File: config.mk
export PLATFORM = sky130hd
export DESIGN_NAME = inst_fetch_flat
export DESIGN_NICKNAME = d
export VERILOG_FILES = /design/src/rtl/cpu_pkg.sv /design/src/rtl/inst_fetch_if.sv /design/src/rtl/fetch_fifo.sv /design/src/rtl/inst_fetch.sv /design/src/flat_wrapper.sv
export SDC_FILE = /design/constraint.sdc
export NUM_CORES = 1
export LEC_CHECK = 0
export CORE_MARGIN = 2
export CORE_UTILIZATION = 45
export CTS_CLUSTER_SIZE = 40
export DETAILED_ROUTE_END_ITERATION = 6
export GPL_TIMING_DRIVEN = 0
export PLACE_DENSITY = 0.74
export SLEW_MARGIN = 30
export SYNTH_ARGS = -nofsm -noshare
export SYNTH_HDL_FRONTEND = slang
export SYNTH_HIERARCHICAL = 1
export SYNTH_SLANG_ARGS = --single-unit
export TNS_END_PERCENT = 50
File: constraint.sdc
create_clock -name clk -period 11.9 [get_ports clk]
set_input_delay 3.57 -clock clk [delete_from_list [all_inputs] [get_ports clk]]
set_output_delay 3.57 -clock clk [all_outputs]
set_load 0.01 [all_outputs]
File: src/rtl/cpu_pkg.sv
// rtl/cpu_pkg.sv - shared RV32I constants, opcodes and fetch FSM encoding
package cpu_pkg;

    localparam int XLEN = 32;

    localparam logic [XLEN-1:0] NOP_INST = 32'h0000_0013;

    localparam logic [6:0] OPC_ADDI  = 7'b0010011;
    localparam logic [6:0] OPC_AUIPC = 7'b0010111;
    localparam logic [6:0] OPC_JAL   = 7'b1101111;
    localparam logic [6:0] OPC_JALR  = 7'b1100111;
    localparam logic [6:0] OPC_BEQ   = 7'b1100011;
    localparam logic [6:0] OPC_LW    = 7'b0000011;
    localparam logic [6:0] OPC_SW    = 7'b0100011;

    typedef enum logic [0:0] {
        FS_RUN  = 1'b0,
        FS_HALT = 1'b1
    } fetch_state_e;

endpackage

File: src/rtl/inst_fetch_if.sv
// rtl/inst_fetch_if.sv - fetch stage bus: ROM port, decode handshake, redirect
interface inst_fetch_if;
    import cpu_pkg::*;

    logic            imem_en;
    logic [XLEN-1:0] imem_addr;
    logic [XLEN-1:0] imem_rdata;
    logic            inst_valid;
    logic            inst_ready;
    logic [XLEN-1:0] inst;
    logic [XLEN-1:0] inst_pc;
    logic            redirect_valid;
    logic [XLEN-1:0] redirect_pc;

    modport master (
        output imem_en, imem_addr, inst_valid, inst, inst_pc,
        input  imem_rdata, inst_ready, redirect_valid, redirect_pc
    );

    modport slave (
        input  imem_en, imem_addr, inst_valid, inst, inst_pc,
        output imem_rdata, inst_ready, redirect_valid, redirect_pc
    );

endinterface

File: src/rtl/fetch_fifo.sv
// rtl/fetch_fifo.sv - power-of-two FIFO with flush; head word read from storage
module fetch_fifo #(
    parameter  int DEPTH = 2,
    parameter  int WIDTH = 64,
    localparam int AW    = $clog2(DEPTH),
    localparam int CW    = AW + 1
) (
    input  logic             clk,
    input  logic             rst,
    input  logic             flush,
    input  logic             push,
    input  logic [WIDTH-1:0] push_data,
    input  logic             pop,
    output logic [CW-1:0]    count,
    output logic [WIDTH-1:0] head_data
);

    logic [WIDTH-1:0] mem [DEPTH];
    logic [AW-1:0]    wr_ptr;
    logic [AW-1:0]    rd_ptr;

    always_ff @(posedge clk) begin
        if (rst || flush) begin
            wr_ptr <= '0;
            rd_ptr <= '0;
            count  <= '0;
        end else begin
            if (push) wr_ptr <= wr_ptr + 1'b1;
            if (pop)  rd_ptr <= rd_ptr + 1'b1;
            count <= count + CW'(push) - CW'(pop);
        end
    end

    // When full, a simultaneous pop frees exactly the slot being written.
    always_ff @(posedge clk) begin
        if (push && !rst && !flush) mem[wr_ptr] <= push_data;
    end

    assign head_data = mem[rd_ptr];

endmodule

File: src/rtl/inst_fetch.sv
// rtl/inst_fetch.sv - RV32I fetch stage: PC, ROM issue, epoch-tagged response buffering
// Optional: IF_MISALIGN_EN adds misalign_err and a HALT state on misaligned redirects.
module inst_fetch
    import cpu_pkg::*;
#(
    parameter logic [XLEN-1:0] RESET_PC   = 32'h0000_0000,
    parameter int              FIFO_DEPTH = 2,
    parameter logic [XLEN-1:0] NOP_INST   = cpu_pkg::NOP_INST
) (
    input  logic clk,
    input  logic rst,
`ifdef IF_MISALIGN_EN
    output logic misalign_err,
`endif
    inst_fetch_if.master bus
);

    localparam int CW = $clog2(FIFO_DEPTH) + 1;
    localparam int OW = CW + 1;
    localparam logic [OW-1:0] DEPTH_W = OW'(FIFO_DEPTH);

    fetch_state_e    state_q, state_d;
    logic [XLEN-1:0] pc_q;
    logic            epoch_q;
    logic            inflight_q;
    logic [XLEN-1:0] inflight_addr_q;
    logic            inflight_epoch_q;

    logic            halt;
    logic            redirect_take;
    logic            misaligned;
    logic [XLEN-1:0] target;
    logic            flush;
    logic            push;
    logic            pop;
    logic            issue;
    logic            head_valid;
    logic [OW-1:0]   occ;
    logic [CW-1:0]   count;
    logic [63:0]     head_data;

    assign halt          = (state_q == FS_HALT);
    assign redirect_take = bus.redirect_valid && !halt;
    assign misaligned    = |bus.redirect_pc[1:0];
    assign target        = bus.redirect_pc & ~32'h3;
    assign flush         = bus.redirect_valid || halt;

    assign head_valid = (count != '0) && !halt;
    assign pop        = head_valid && bus.inst_ready;

    // Occupancy counts the outstanding ROM read so a full buffer can never be overrun.
    assign occ   = {1'b0, count} + OW'(inflight_q) - OW'(pop);
    assign issue = !rst && !halt && !bus.redirect_valid && (occ < DEPTH_W);

    assign push = inflight_q && (inflight_epoch_q == epoch_q) && !flush;

    fetch_fifo #(
        .DEPTH (FIFO_DEPTH),
        .WIDTH (64)
    ) u_fifo (
        .clk       (clk),
        .rst       (rst),
        .flush     (flush),
        .push      (push),
        .push_data ({bus.imem_rdata, inflight_addr_q}),
        .pop       (pop),
        .count     (count),
        .head_data (head_data)
    );

    assign bus.imem_en    = issue;
    assign bus.imem_addr  = pc_q;
    assign bus.inst_valid = head_valid;
    assign bus.inst       = head_valid ? head_data[63:32] : NOP_INST;
    assign bus.inst_pc    = head_valid ? head_data[31:0]  : '0;

    always_ff @(posedge clk) begin
        if (rst) state_q <= FS_RUN;
        else     state_q <= state_d;
    end

    always_comb begin
        state_d = state_q;
`ifdef IF_MISALIGN_EN
        if (redirect_take && misaligned) state_d = FS_HALT;
`endif
    end

    always_ff @(posedge clk) begin
        if (rst) begin
            pc_q             <= RESET_PC;
            epoch_q          <= 1'b0;
            inflight_q       <= 1'b0;
            inflight_addr_q  <= '0;
            inflight_epoch_q <= 1'b0;
        end else begin
            inflight_q <= issue;
            if (issue) begin
                inflight_addr_q  <= pc_q;
                inflight_epoch_q <= epoch_q;
            end
            if (redirect_take) begin
                pc_q    <= target;
                epoch_q <= ~epoch_q;
            end else if (issue) begin
                pc_q <= pc_q + 32'd4;
            end
        end
    end

`ifdef IF_MISALIGN_EN
    always_ff @(posedge clk) begin
        if (rst)                              misalign_err <= 1'b0;
        else if (redirect_take && misaligned) misalign_err <= 1'b1;
    end
`else
    logic unused_misaligned;
    assign unused_misaligned = misaligned;
`endif

endmodule

File: src/flat_wrapper.sv
// flat-port wrapper written by rule: the top's interface ports become plain ports
module inst_fetch_flat import cpu_pkg::*;
#(
    parameter logic [XLEN-1:0] RESET_PC   = 32'h0000_0000,
    parameter int              FIFO_DEPTH = 2,
    parameter logic [XLEN-1:0] NOP_INST   = cpu_pkg::NOP_INST
)
  (clk, rst, bus_imem_en, bus_imem_addr, bus_inst_valid, bus_inst, bus_inst_pc, bus_imem_rdata, bus_inst_ready, bus_redirect_valid, bus_redirect_pc);
  inst_fetch_if bus_i ();
  input  logic clk;
  input  logic rst;
  output wire logic [$bits(bus_i.imem_en)-1:0] bus_imem_en;
  output wire logic [$bits(bus_i.imem_addr)-1:0] bus_imem_addr;
  output wire logic [$bits(bus_i.inst_valid)-1:0] bus_inst_valid;
  output wire logic [$bits(bus_i.inst)-1:0] bus_inst;
  output wire logic [$bits(bus_i.inst_pc)-1:0] bus_inst_pc;
  input wire logic [$bits(bus_i.imem_rdata)-1:0] bus_imem_rdata;
  input wire logic [$bits(bus_i.inst_ready)-1:0] bus_inst_ready;
  input wire logic [$bits(bus_i.redirect_valid)-1:0] bus_redirect_valid;
  input wire logic [$bits(bus_i.redirect_pc)-1:0] bus_redirect_pc;
  assign bus_imem_en = bus_i.imem_en;
  assign bus_imem_addr = bus_i.imem_addr;
  assign bus_inst_valid = bus_i.inst_valid;
  assign bus_inst = bus_i.inst;
  assign bus_inst_pc = bus_i.inst_pc;
  assign bus_i.imem_rdata = bus_imem_rdata;
  assign bus_i.inst_ready = bus_inst_ready;
  assign bus_i.redirect_valid = bus_redirect_valid;
  assign bus_i.redirect_pc = bus_redirect_pc;
  inst_fetch #(.RESET_PC(RESET_PC), .FIFO_DEPTH(FIFO_DEPTH), .NOP_INST(NOP_INST)) u_core (.clk(clk), .rst(rst), .bus(bus_i));
endmodule
==> results of run 1 <==
==> routing by layer <==
layer  vias up  GRT usage
met5         -          0
met4         0     0.0599
met3        19     0.0454
met2       233      0.313
met1      2858      0.250
li1       2862          -
==> layout by cell type, fill, tap and decap left out, types with 4 or more instances in the layout <==
master	count
sky130_fd_sc_hd__clkdlybuf4s50_1	161
sky130_fd_sc_hd__edfxtp_1	128
sky130_fd_sc_hd__nand2_1	82
sky130_fd_sc_hd__dfxtp_1	68
sky130_fd_sc_hd__and2_1	65
sky130_fd_sc_hd__mux2_4	60
sky130_fd_sc_hd__a21oi_1	54
sky130_fd_sc_hd__nor2_1	23
sky130_fd_sc_hd__clkbuf_1	21
sky130_fd_sc_hd__buf_2	20
sky130_fd_sc_hd__clkbuf_16	19
sky130_fd_sc_hd__o21ai_0	17
sky130_fd_sc_hd__nor3_1	14
sky130_fd_sc_hd__nand3_1	13
sky130_fd_sc_hd__a22oi_1	9
sky130_fd_sc_hd__a31oi_1	9
sky130_fd_sc_hd__nand2b_1	8
sky130_fd_sc_hd__nand4_1	8
sky130_fd_sc_hd__buf_12	7
sky130_fd_sc_hd__inv_6	6
sky130_fd_sc_hd__xnor2_1	6
sky130_fd_sc_hd__inv_1	6
sky130_fd_sc_hd__buf_4	6
sky130_fd_sc_hd__and4_1	6
sky130_fd_sc_hd__a32oi_1	6
sky130_fd_sc_hd__mux2_2	6
sky130_fd_sc_hd__conb_1	6
sky130_fd_sc_hd__nor2b_1	5
sky130_fd_sc_hd__and3_1	5
sky130_fd_sc_hd__xor2_1	4
sky130_fd_sc_hd__o22ai_1	4
sky130_fd_sc_hd__ha_1	4
==> cell type report <==
cell class / count / area, µm²
timing repair buffer: 174 / 1700
buffer: 44 / 305
clock inverter: 12 / 129
multi-input combinational: 440 / 3120
inverter: 7 / 26.3
fill: 1531 / 7510
clock buffer: 20 / 479
sequential: 196 / 5200
tap: 234 / 293
==> through the flow <==
step | std cells | setup slack (ns)
after floorplan | 687 | 0.0321
after global placement | 1082 | -4.79
after detailed placement | 1095 | 1.54
after CTS | 1127 | 1.51
after global routing | 1127 | 1.35
final | 1127 | 1.50
==> cells in the mapped netlist, types with 2 or more instances <==
| cell | count | area share |
|---|---|---|
| sky130_fd_sc_hd__a21oi_1 | 54 | 0.031 |
| sky130_fd_sc_hd__a22oi_1 | 9 | 0.0078 |
| sky130_fd_sc_hd__a31oi_1 | 9 | 0.0065 |
| sky130_fd_sc_hd__a32oi_1 | 6 | 0.0061 |
| sky130_fd_sc_hd__and2_1 | 65 | 0.047 |
| sky130_fd_sc_hd__and3_1 | 6 | 0.0044 |
| sky130_fd_sc_hd__and4_1 | 6 | 0.0061 |
| sky130_fd_sc_hd__buf_1 | 2 | 0.00087 |
| sky130_fd_sc_hd__buf_12 | 6 | 0.014 |
| sky130_fd_sc_hd__buf_2 | 10 | 0.0058 |
| sky130_fd_sc_hd__buf_4 | 4 | 0.0035 |
| sky130_fd_sc_hd__buf_6 | 2 | 0.0026 |
| sky130_fd_sc_hd__clkbuf_1 | 20 | 0.0087 |
| sky130_fd_sc_hd__dfxtp_1 | 68 | 0.16 |
| sky130_fd_sc_hd__edfxtp_1 | 128 | 0.45 |
| sky130_fd_sc_hd__ha_1 | 4 | 0.0058 |
| sky130_fd_sc_hd__inv_1 | 6 | 0.0026 |
| sky130_fd_sc_hd__mux2_2 | 6 | 0.0078 |
| sky130_fd_sc_hd__mux2_4 | 60 | 0.10 |
| sky130_fd_sc_hd__mux2i_1 | 2 | 0.0023 |
| sky130_fd_sc_hd__nand2_1 | 82 | 0.036 |
| sky130_fd_sc_hd__nand2b_1 | 8 | 0.0058 |
| sky130_fd_sc_hd__nand3_1 | 13 | 0.0075 |
| sky130_fd_sc_hd__nand3b_1 | 2 | 0.0017 |
| sky130_fd_sc_hd__nand4_1 | 8 | 0.0058 |
| sky130_fd_sc_hd__nand4_2 | 2 | 0.0029 |
| sky130_fd_sc_hd__nor2_1 | 23 | 0.010 |
| sky130_fd_sc_hd__nor2b_1 | 5 | 0.0036 |
| sky130_fd_sc_hd__nor3_1 | 14 | 0.0081 |
| sky130_fd_sc_hd__nor3b_1 | 2 | 0.0017 |
| sky130_fd_sc_hd__nor4_4 | 2 | 0.0049 |
| sky130_fd_sc_hd__nor4b_1 | 2 | 0.0020 |
| sky130_fd_sc_hd__o21ai_0 | 17 | 0.0099 |
| sky130_fd_sc_hd__o22ai_1 | 4 | 0.0029 |
| sky130_fd_sc_hd__or3_1 | 2 | 0.0014 |
| sky130_fd_sc_hd__xnor2_1 | 6 | 0.0061 |
| sky130_fd_sc_hd__xor2_1 | 4 | 0.0041 |
==> kinds of logic after synthesis <==
| logic type | share of synthesized area |
|---|---|
| AND/OR/NAND/NOR | 0.152 |
| XOR/XNOR | 0.0128 |
| adder cells (fa/ha/maj) | 0.00812 |
| multiplexers | 0.116 |
| AO/OA/AOI/OAI | 0.0696 |
| buffers and inverters | 0.0384 |
| other | 0.000435 |
| flip-flops | 0.603 |
==> state kept, by name, summed over array words and instances (netlist names), named ones only <==
register / cells
u_core/inflight_epoch_q: 1
u_core/u_fifo/count: 2
u_core/inflight_q: 1
u_core/bus.imem_addr: 30
u_core/u_fifo/wr_ptr: 1
u_core/inflight_addr_q: 30
u_core/epoch_q: 1
u_core/u_fifo/mem: 128
u_core/u_fifo/rd_ptr: 1
==> where the power goes <==
part / switching, mW / internal (mW)
combinational: 0.0599 / 0.0672
clock: 0.261 / 0.321
sequential: 0.0181 / 0.736
total: 0.339 / 1.12
==> how the worst max path moves through the flow <==
stage	cells after the start	end
floorplan	5	u_core/u_fifo/mem[0][0]
global placement	6	u_core/u_fifo/mem[0][57]
detailed placement	11	bus_imem_en
CTS	11	bus_imem_en
global route	11	bus_imem_en
finish	11	bus_imem_en
==> worst reg2reg max path, delay by kind of cell (launching register included) <==
family | cells | cell delay (ns)
AOI/OAI and AO/OA | 2 | 0.29
xor gates and xnor gates | 1 | 0.15
adders and majority gates | 2 | 0.64
buffers and inverters | 3 | 0.90
DFF | 1 | 0.46
and+or+nand+nor | 5 | 1.32
==> results summary, run 1 <==
The floorplan step defined a die boundary enclosing around 20,000 µm². The number of antenna violations at the first check in global routing is 0. The power density of the placed cells is between 100 and 150 nW/µm².

The detailed router finished its first iteration with roughly 400 violations. The clock sink count came out at about 200. The largest individual stage delay along the critical path comes from the cell sky130_fd_sc_hd__clkdlybuf4s50_1. The x dimension of the die is 142 µm. The sum of negative setup slack is 0 ns. The post-detailed-route DRC marker count is 0. The total met2 wirelength after detailed routing came out at 9.30 mm. The most critical setup path has its startpoint at bus_inst_ready. The global-route usage over all layers came out at 0.190. The worst hold margin came out at roughly 0.45 ns. The worst-case IR drop observed on VDD is 93.4 µV. At the later pin of the worst-skew pair, clock insertion delay measures around 0.43 ns. The average via count per standard cell came out at roughly 5.3. Wires add up to 19.3 mm. The number of global-route vias before repair is about 5,700. The data required time of the critical path is 8.33 ns. The count of cells along the worst hold path is 0.

The pin count of the biggest net entering global routing came out at 43. The TritonCTS clock tree is yes. The routed design uses roughly 1.3 mm of met3 wire. After routing the design area is roughly 11,000 µm². Row generation in the floorplan step produced 50 rows.

The total overflow left after global routing is 0. The buffer levels on the longest clock path is 2. The count of cell types in the netlist is 50. The async set or reset register ratio after synthesis is 0. The clock transition at the registers of the reported paths came out at approximately 0.070 ns. The number of max-slew violations in the final report is 0.

The sequential element share of the synthesized area is 0.603. STA classifies the critical path startpoint as an input pin. In this run the standard cell core region covers approximately 19,000 µm².

The remaining max-slew budget at the tightest pin is 0.544. The kind of critical path is in2out. In the final layout, the share of cells above drive strength 1 is 0.158. The mean cell area of the mapped netlist came out at 12.7 µm². Synthesis produced a netlist whose cell count is around 680. The synthesis-stage register bit count is between 150 and 200.

The H-tree depth reported by CTS came out at 4. The cell depth of the worst flop-to-flop path is 13. After layout, the minimum clock period comes to 10.40 ns. The tightest min-delay check is of the reg2reg type. The internal reg-to-reg setup slack is ~8.1 ns. The run finished with clean final reports. The nature of the critical path endpoint is a primary output. The worst hold path begins at u_core/inflight_addr_q[30]. The floorplan die height is roughly 140 µm. The cell area after technology mapping came out at around 8600 µm². Yosys mapped a number of flops with a built-in enable equal to approximately 130. The hold buffer count at cts came out at 0. The layout overhead on the synthesized area is 30.5%. The endpoint identified for the worst register-to-register timing path is u_core/bus.imem_addr[7]. In this design, the largest share of critical-path delay is due to buffers and inverters. After detailed routing, the wire length on met1 is approximately 8.5 mm. The effective utilization at floorplan is 0.460.

The delay of the slowest cell on the worst path came out at between 0.5 and 0.6 ns. The final routed wire length divided by cell count is ~17 µm. The number of buffers added by the clock tree synthesis step came out at 17. The data arrival time at the worst-slack endpoint came out at 6.83 ns.

The detailed-routing iteration count for the pre-antenna-repair pass came out at 5. The maximum achievable frequency came out at 0.0962 GHz. For the pin with the worst max-slew slack, the measured transition is slightly below 0.7 ns. The remaining antenna violation count after routing came out at 0. Setup repair after global routing left no endpoint under its margin. The detailed placement HPWL came out at roughly 14 mm. The Yosys warning count is 6. The total chip power came out at around 1.5 mW.

In this run the clock root is driven by a sky130_fd_sc_hd__clkbuf_16. The number of nets at the end of the flow is 953. Among all flip-flop cells after synthesis, the most frequent one is sky130_fd_sc_hd__edfxtp_1. After detailed routing, no signal wire sits above met4. The I/O pin total came out at about 170. Walking the worst path, the cells encountered are clkdlybuf4s50_1 > and2_1 > ha_1 > nand2b_1 > fa_1 > xnor2_1 > nand3_2 > inv_2 > buf_2 > buf_2 > clkdlybuf4s50_1. The count of input and output buffers came out at about 160. 0 antenna diodes ended up in the layout. The placed standard-cell area is about 11,000 µm². The final clock period utilization by the worst path came out at 0.874. Post-CTS repair changed the size of 0 cells. At the end of routability-driven placement, the weighted congestion stood at ~0.85.

The endpoint of the worst hold-timing path is u_core/u_fifo/mem[0][30]. For this run, the share of the core covered by cells in the final layout is 0.600. The leakage power summed over all cells came out at about 4 nW.

Setup violations remaining at the end of the flow were counted as 0. For this block, the via count after detailed routing is between 5,000 and 6,000. Along the worst path, the maximum fanout reaches 10. The setup fix buffers added after clock tree synthesis is 0. The final count of hold timing violations is 0. The worst clock skew is approximately 0.013 ns. The first global-routing pass estimated 29.6 mm of wire.

The startpoint of the lowest-slack register-to-register path is u_core/u_fifo/count[1]. The number of buffer and inverter instances along the worst setup path is 5. The number of maximum-capacitance constraint violations is 0.
Note: power is estimated with default switching activity, not from simulation.
==> run 2: changes to the inputs <==
--- a/config.mk
+++ b/config.mk
@@ -11,7 +11,7 @@
 export DETAILED_ROUTE_END_ITERATION = 6
 export GPL_TIMING_DRIVEN = 0
 export PLACE_DENSITY = 0.74
-export SLEW_MARGIN = 30
+export SLEW_MARGIN = 20
 export SYNTH_ARGS = -nofsm -noshare
 export SYNTH_HDL_FRONTEND = slang
 export SYNTH_HIERARCHICAL = 1
==> constraint.sdc (replaced) <==
create_clock -name clk -period 11.9 [get_ports clk]
set_input_delay 1.19 -clock clk [delete_from_list [all_inputs] [get_ports clk]]
set_output_delay 1.19 -clock clk [all_outputs]
set_load 0.01 [all_outputs]
==> results summary, run 2 (synthesis gave the netlist of run 1 again) <==
Outcome: completed (unchanged). The global-route usage over all layers is 0.188 (was 0.190). The switching power as a share of total power is 0.228 (was 0.231). The number of global-route vias before repair came out at 5,527 (was 5,670). The number of buffers added by the clock tree synthesis step came out at 17 (unchanged). The buffer cell driving the clock tree root was sky130_fd_sc_hd__clkbuf_16 (unchanged). The x dimension of the die came out at 142 µm (unchanged). The pin count of the biggest net entering global routing came to 43 (unchanged).

The floorplan die height came out at 142 µm (unchanged). The maximum achievable frequency is 0.177 GHz (was 0.0962 GHz). The sum of negative setup slack came to 0 ns (unchanged).

The total chip power is 1.43 mW (was 1.46 mW). The most frequent standard cell in the layout excluding fill and tap cells is sky130_fd_sc_hd__clkdlybuf4s50_1 (unchanged). The TritonCTS clock tree was yes (unchanged). The slew at the pin closest to its max-slew limit came to 0.722 ns (was 0.678 ns). The leakage power summed over all cells came out at 4.05 nW (was 4.07 nW). The area of the placeable core came out at 18,800 µm² (unchanged). The detailed-routing iteration count for the pre-antenna-repair pass came out at 5 (unchanged). The remaining max-slew budget at the tightest pin is 0.515 (was 0.544). The final RePlAce weighted congestion was 0.849 (unchanged).

The register share of total power is 0.526 (was 0.516). The final count of hold timing violations is 0 (unchanged). The number of antenna violations at the first check in global routing is 0 (unchanged). The post-detailed-routing wire length was 19.1 mm (was 19.3 mm). The number of diodes came out at 0 (unchanged). The final routed wire length divided by cell count is 17.0 µm (was 17.1 µm). The final setup violation count came out at 0 (unchanged). The total via count after detailed routing was 5,949 (was 5,972). The clock transition at the registers of the reported paths came out at 0.06 ns (was 0.07 ns). The final non-filler cell area is 11,200 µm² (was 11,300 µm²). The number of flip-flops under the largest register name came out at 128 (unchanged). The shortest clock period the worst path allows after layout came out at 5.65 ns (was 10.40 ns). The class of the tightest hold or removal check is reg2reg (unchanged). The worst clock skew came out at 0.0130 ns (was 0.0126 ns). The H-tree depth reported by CTS is 4 (unchanged). The buffer levels on the longest clock path is 2 (unchanged).

Commonest cells after routing, fill and taps aside: sky130_fd_sc_hd__clkdlybuf4s50_1, sky130_fd_sc_hd__edfxtp_1, sky130_fd_sc_hd__nand2_1 (unchanged). The clock sink count came to 196 (unchanged). The kind of critical path was reg2out (was in2out). The fraction of final layout cells with drive strength greater than 1 came out at 0.157 (was 0.158). The full die area came out at 20,300 µm² (unchanged). The number of max-slew violations in the final report came out at 0 (unchanged). The post-detailed-route DRC marker count is 0 (unchanged). The detailed placement HPWL is 13.6 mm (was 13.7 mm). The number of nets at the end of the flow came out at 952 (was 953). The clock latency reported for the late side of the worst-skew pair came out at 0.43 ns (about the same).

The combinational share of power came to 0.089 (was 0.087). The iteration-0 DRC count of the detailed router came to 367 (was 397). The count of input and output buffers is 161 (unchanged). The setup fix buffers added after clock tree synthesis came out at 0 (unchanged). The register containing the most flip-flops in the final layout is u_core/u_fifo/mem (unchanged). The worst ir drop on vdd was 114 µV (was 93.4 µV). The data arrival time at the worst-slack endpoint is 4.46 ns (was 6.83 ns). The power density of the placed cells came out at 128 nW/µm² (was 130 nW/µm²). The peak fanout along the critical path is 10 (unchanged). The net switching power is 0.327 mW (was 0.339 mW).

The placed standard-cell area is 10,700 µm² (was 10,600 µm²). The kind of start point of the critical path is a register (was input pin). The effective utilization at floorplan was 0.460 (unchanged). The global-route wire length before repair was 29.3 mm (was 29.6 mm).

The I/O pin total was 166 (unchanged). The number of cells upsized or downsized after cts came out at 0 (unchanged). The internal power summed over all cells came to 1.11 mW (was 1.12 mW). The share of total power in the clock network is 0.385 (was 0.398).

The layout overhead on the synthesized area came out at 30.1% (was 30.5%). The remaining antenna violation count after routing was 0 (unchanged). The average via count per standard cell is 5.28 (was 5.30). The number of maximum-capacitance constraint violations came out at 0 (unchanged). Setup repair after global routing missed its margin: false (unchanged). The final global-route overflow total is 0 (unchanged). The final clock period utilization by the worst path came out at 0.475 (was 0.874). The hold buffer count at cts is 0 (unchanged). The cell row count came out at 50 (unchanged). The data required time of the critical path was 10.71 ns (was 8.33 ns). The nature of the critical path endpoint is a primary output (unchanged).
[run 2: worst paths after layout]
kind	from	endpoint	slack [ns]	depth (start not counted)
max	u_core/u_fifo/count[1]	bus_imem_en	6.25	12
min	u_core/inflight_addr_q[11]	u_core/u_fifo/mem[0][11]	0.46	0
max reg2reg	u_core/u_fifo/count[1]	u_core/bus.imem_addr[7]	8.07	13
min reg2reg	u_core/inflight_addr_q[11]	u_core/u_fifo/mem[0][11]	0.46	0
[run 2: per-layer routing]
layer	up-vias	wire length (µm)	global-route usage
met1	2831	8380	0.252
met4	0	254	0.0651
met5	-	0	0
met3	20	1320	0.0417
li1	2856	-	-
met2	242	9140	0.304
[run 2: cell type report]
cell class	instances	area [µm²]
plain buffers	44	305
clock buffers	21	493
clock inverters	11	86.3
fillers	1529	7540
inverters	7	26.3
multi-input cells	440	3120
flip-flops and latches	196	5200
well taps	234	293
repair buffers	173	1700
[run 2: worst max-delay path, cell delays in order, from the launching register on]
cell	delay, ns
sky130_fd_sc_hd__dfxtp_1	0.47
sky130_fd_sc_hd__or2_2	0.21
sky130_fd_sc_hd__clkbuf_1	0.47
sky130_fd_sc_hd__and2_1	0.32
sky130_fd_sc_hd__ha_1	0.27
sky130_fd_sc_hd__nand2b_1	0.15
sky130_fd_sc_hd__fa_1	0.38
sky130_fd_sc_hd__xnor2_1	0.19
sky130_fd_sc_hd__nand3_2	0.24
sky130_fd_sc_hd__inv_2	0.18
sky130_fd_sc_hd__buf_2	0.27
sky130_fd_sc_hd__buf_2	0.28
sky130_fd_sc_hd__clkdlybuf4s50_1	0.58
[run 2: through the flow]
step                      utilization  hold slack [ns]  instances  setup WS, ns
after global routing            0.598            0.465       1126          5.96
after global placement          0.562            0.432       1082         -2.41
after detailed placement        0.567            0.441       1094          6.31
after floorplan                     -            0.425        687          2.41
after CTS                       0.598            0.457       1126          6.22
final                           0.598            0.457       1126          6.25
[run 2: power by group through the flow]
| stage | logic [mW] | clock network, mW | registers, mW |
|---|---|---|---|
| floorplan | 0.0554 | 0 | 0.768 |
| global placement | 0.123 | 0 | 0.769 |
| detailed placement | 0.126 | 0 | 0.769 |
| CTS | 0.127 | 0.565 | 0.754 |
| global route | 0.137 | 0.593 | 0.756 |
| finish | 0.127 | 0.552 | 0.754 |
==> run 3: changes to the inputs <==
--- a/config.mk
+++ b/config.mk
@@ -10,7 +10,7 @@
 export CTS_CLUSTER_SIZE = 40
 export DETAILED_ROUTE_END_ITERATION = 6
 export GPL_TIMING_DRIVEN = 0
-export PLACE_DENSITY = 0.74
+export PLACE_DENSITY = 0.71
 export SLEW_MARGIN = 20
 export SYNTH_ARGS = -nofsm -noshare
 export SYNTH_HDL_FRONTEND = slang
==> constraint.sdc (replaced) <==
create_clock -name clk -period 5.8 [get_ports clk]
set_input_delay 0.58 -clock clk [delete_from_list [all_inputs] [get_ports clk]]
set_output_delay 0.58 -clock clk [all_outputs]
set_load 0.01 [all_outputs]
==> results summary, run 3 (synthesis gave the netlist of run 1 again) <==
The final routed wire length divided by cell count is 17.1 µm (was 17.0 µm). The net switching power is 0.650 mW (was 0.327 mW). The placed standard-cell area came to 10,700 µm² (about the same). The TritonCTS clock tree is yes (unchanged). The highest layer used for signal routing was met4 (unchanged). The share of total power in the clock network is 0.385 (about the same). The met3 routed wirelength is 1.61 mm (was 1.32 mm). The maximum achievable frequency came out at 0.196 GHz.

The switching power as a share of total power came to 0.221 (was 0.228). Critical path cell sequence: or2_2 > clkbuf_1 > and2_1 > ha_1 > nand2b_1 > fa_1 > xnor2_1 > nand3_2 > inv_2 > buf_2 > buf_2 > clkdlybuf4s50_1 (unchanged). The buffer cell driving the clock tree root was sky130_fd_sc_hd__clkbuf_16 (unchanged). The register containing the most flip-flops in the final layout is u_core/u_fifo/mem (unchanged). The buffer levels on the longest clock path is 2 (unchanged). The nature of the critical path endpoint is a primary output (unchanged). The total via count after detailed routing is 5,970 (was 5,949). The smallest setup slack after layout came out at 0.697 ns (was 6.25 ns). The number of cells upsized or downsized after cts came out at 0 (unchanged).

The register share of total power was 0.526 (about the same). The final count of hold timing violations is 0 (unchanged). The final clock period utilization by the worst path is 0.880.

The data required time of the critical path came out at 5.22 ns (was 10.71 ns). The x dimension of the die is 142 µm (unchanged). The I/O pin total is 166 (unchanged).

The effective utilization at floorplan came out at 0.460 (unchanged). The power density of the placed cells is 262 nW/µm² (was 128 nW/µm²). The post-detailed-routing wire length is 19.2 mm (was 19.1 mm). The pin count of the biggest net entering global routing was 36 (was 43). The shortest clock period the worst path allows after layout is a little over 5 ns.

The worst clock skew is 0.00965 ns (was 0.0130 ns). The hold buffer count at cts came out at 0 (unchanged). The cell row count is 50 (unchanged).

The number of global-route vias before repair came out at 5,729 (was 5,527). The iteration-0 DRC count of the detailed router is 498 (was 367). The floorplan die height came out at 142 µm (unchanged). The final setup violation count came out at 0 (unchanged). The kind of critical path was reg2out (unchanged). The fraction of final layout cells with drive strength greater than 1 is 0.150 (was 0.157). The global-route wire length before repair is 30.0 mm (was 29.3 mm).

The number of nets at the end of the flow came to 947 (was 952). The layout overhead on the synthesized area is 30.2% (was 30.1%). The clock sink count came to 196 (unchanged).

The number of max-slew violations in the final report came out at 0 (unchanged). The total met2 wirelength after detailed routing is 8.52 mm (was 9.14 mm). The post-detailed-route DRC marker count is 0 (unchanged). The worst ir drop on vdd is 196 µV (was 114 µV).

The global-route usage over all layers is 0.194 (was 0.188). The H-tree depth reported by CTS is 4 (unchanged). The combinational share of power came out at 0.089 (about the same).

The class of the tightest hold or removal check is reg2reg (unchanged). The kind of start point of the critical path is a register (unchanged). The source of the worst hold timing path is u_core/inflight_addr_q[7] (was u_core/inflight_addr_q[11]).

The count of input and output buffers is 161 (unchanged). The number of flip-flops under the largest register name is 128 (unchanged). The detailed placement HPWL came out at 13.8 mm (was 13.6 mm). The cell count after placement is 1,089 (was 1,094). The slowest cell on the critical path was sky130_fd_sc_hd__clkdlybuf4s50_1 (unchanged). The worst setup path startpoint is u_core/u_fifo/count[1] (unchanged).

The data arrival time at the worst-slack endpoint came out at 4.52 ns (was 4.46 ns). The delay of the slowest cell on the worst path is 0.59 ns (was 0.58 ns). The remaining antenna violation count after routing is 0 (unchanged). Outcome: completed (unchanged).

The most frequent standard cell in the layout excluding fill and tap cells is sky130_fd_sc_hd__clkdlybuf4s50_1 (unchanged). The total routed wire length on the met1 layer is 8.70 mm (was 8.38 mm). The peak fanout along the critical path came out at 10 (unchanged).

Commonest cells after routing, fill and taps aside: sky130_fd_sc_hd__clkdlybuf4s50_1, sky130_fd_sc_hd__edfxtp_1, sky130_fd_sc_hd__nand2_1 (unchanged). The average via count per standard cell was 5.33 (was 5.28). The worst hold margin was 0.458 ns (was 0.457 ns). The most numerous cell on the critical path was sky130_fd_sc_hd__buf_2 (unchanged). The setup slack at placement is 1.12 ns (was 6.31 ns). The number of antenna violations at the first check in global routing was 0 (unchanged).

The startpoint of the lowest-slack register-to-register path is u_core/u_fifo/count[1] (unchanged). The number of maximum-capacitance constraint violations is 0 (unchanged). The setup fix buffers added after clock tree synthesis is 0 (unchanged).

The slew at the pin closest to its max-slew limit came out at 0.820 ns (was 0.722 ns). The final global-route overflow total came out at 0 (unchanged). The number of diodes is 0 (unchanged).

Setup repair after global routing missed its margin: false (unchanged). The leakage power summed over all cells came to 4.02 nW (was 4.05 nW). The final RePlAce weighted congestion is 0.886 (was 0.849). The number of standard cells in the final layout excluding fillers came out at 1,121 (was 1,126).

The internal reg-to-reg setup slack came out at 1.80 ns (was 8.07 ns). The detailed-routing iteration count for the pre-antenna-repair pass is 5 (unchanged). The clock transition at the registers of the reported paths is 0.06 ns (about the same). The final non-filler cell area is 11,200 µm² (about the same).

The full die area is 20,300 µm² (unchanged). The area of the placeable core is 18,800 µm² (unchanged). The remaining max-slew budget at the tightest pin is 0.449 (was 0.515). The number of buffers added by the clock tree synthesis step is 17 (unchanged). The clock latency reported for the late side of the worst-skew pair came to 0.43 ns (about the same). The internal power summed over all cells was 2.30 mW (was 1.11 mW).
==> run 3: through the flow <==
stage	power (mW)	setup TNS, ns	utilization
2_1_floorplan	1.69	0	-
3_3_place_gp	1.83	-182.08	0.563
3_5_place_dp	1.84	0	0.568
4_1_cts	2.97	0	0.599
5_1_grt	3.05	0	0.599
6_report	2.95	0	0.599
==> run 3: final timing paths <==
check | end | depth (start not counted)
worst max-delay path | bus_imem_en | 12
worst min-delay path | u_core/u_fifo/mem[1][7] | 0
worst max register to register | u_core/bus.imem_addr[11] | 13
worst min register to register | u_core/u_fifo/mem[1][7] | 0
==> run 3: per-layer routing <==
| metal | up-vias | track usage |
|---|---|---|
| li1 | 2852 | - |
| met5 | - | 0 |
| met2 | 305 | 0.298 |
| met3 | 28 | 0.0505 |
| met1 | 2785 | 0.263 |
| met4 | 0 | 0.0782 |
==> run 3: power groups by stage <==
stage / clock, mW / sequential [mW] / combinational (mW)
floorplan: 0 / 1.57 / 0.114
global placement: 0 / 1.58 / 0.253
detailed placement: 0 / 1.58 / 0.258
CTS: 1.16 / 1.55 / 0.260
global route: 1.21 / 1.55 / 0.282
finish: 1.13 / 1.55 / 0.261
==> run 3: cell type report <==
class / instances / area (µm²)
fill: 1525 / 7530
inverter: 7 / 26.3
multi-input combinational: 440 / 3130
sequential: 196 / 5200
clock buffer: 20 / 447
clock inverter: 12 / 131
buffer: 44 / 305
timing repair buffer: 168 / 1700
tap: 234 / 293
==> run 3: worst max-delay path: cells and delay by family, from the launching register on <==
| family | cells | cell delay (ns) |
|---|---|---|
| adder cells (fa/ha/maj) | 2 | 0.62 |
| buffers and inverters | 5 | 1.92 |
| AND/OR/NAND/NOR | 4 | 0.92 |
| XOR/XNOR | 1 | 0.20 |
| flip-flops | 1 | 0.43 |
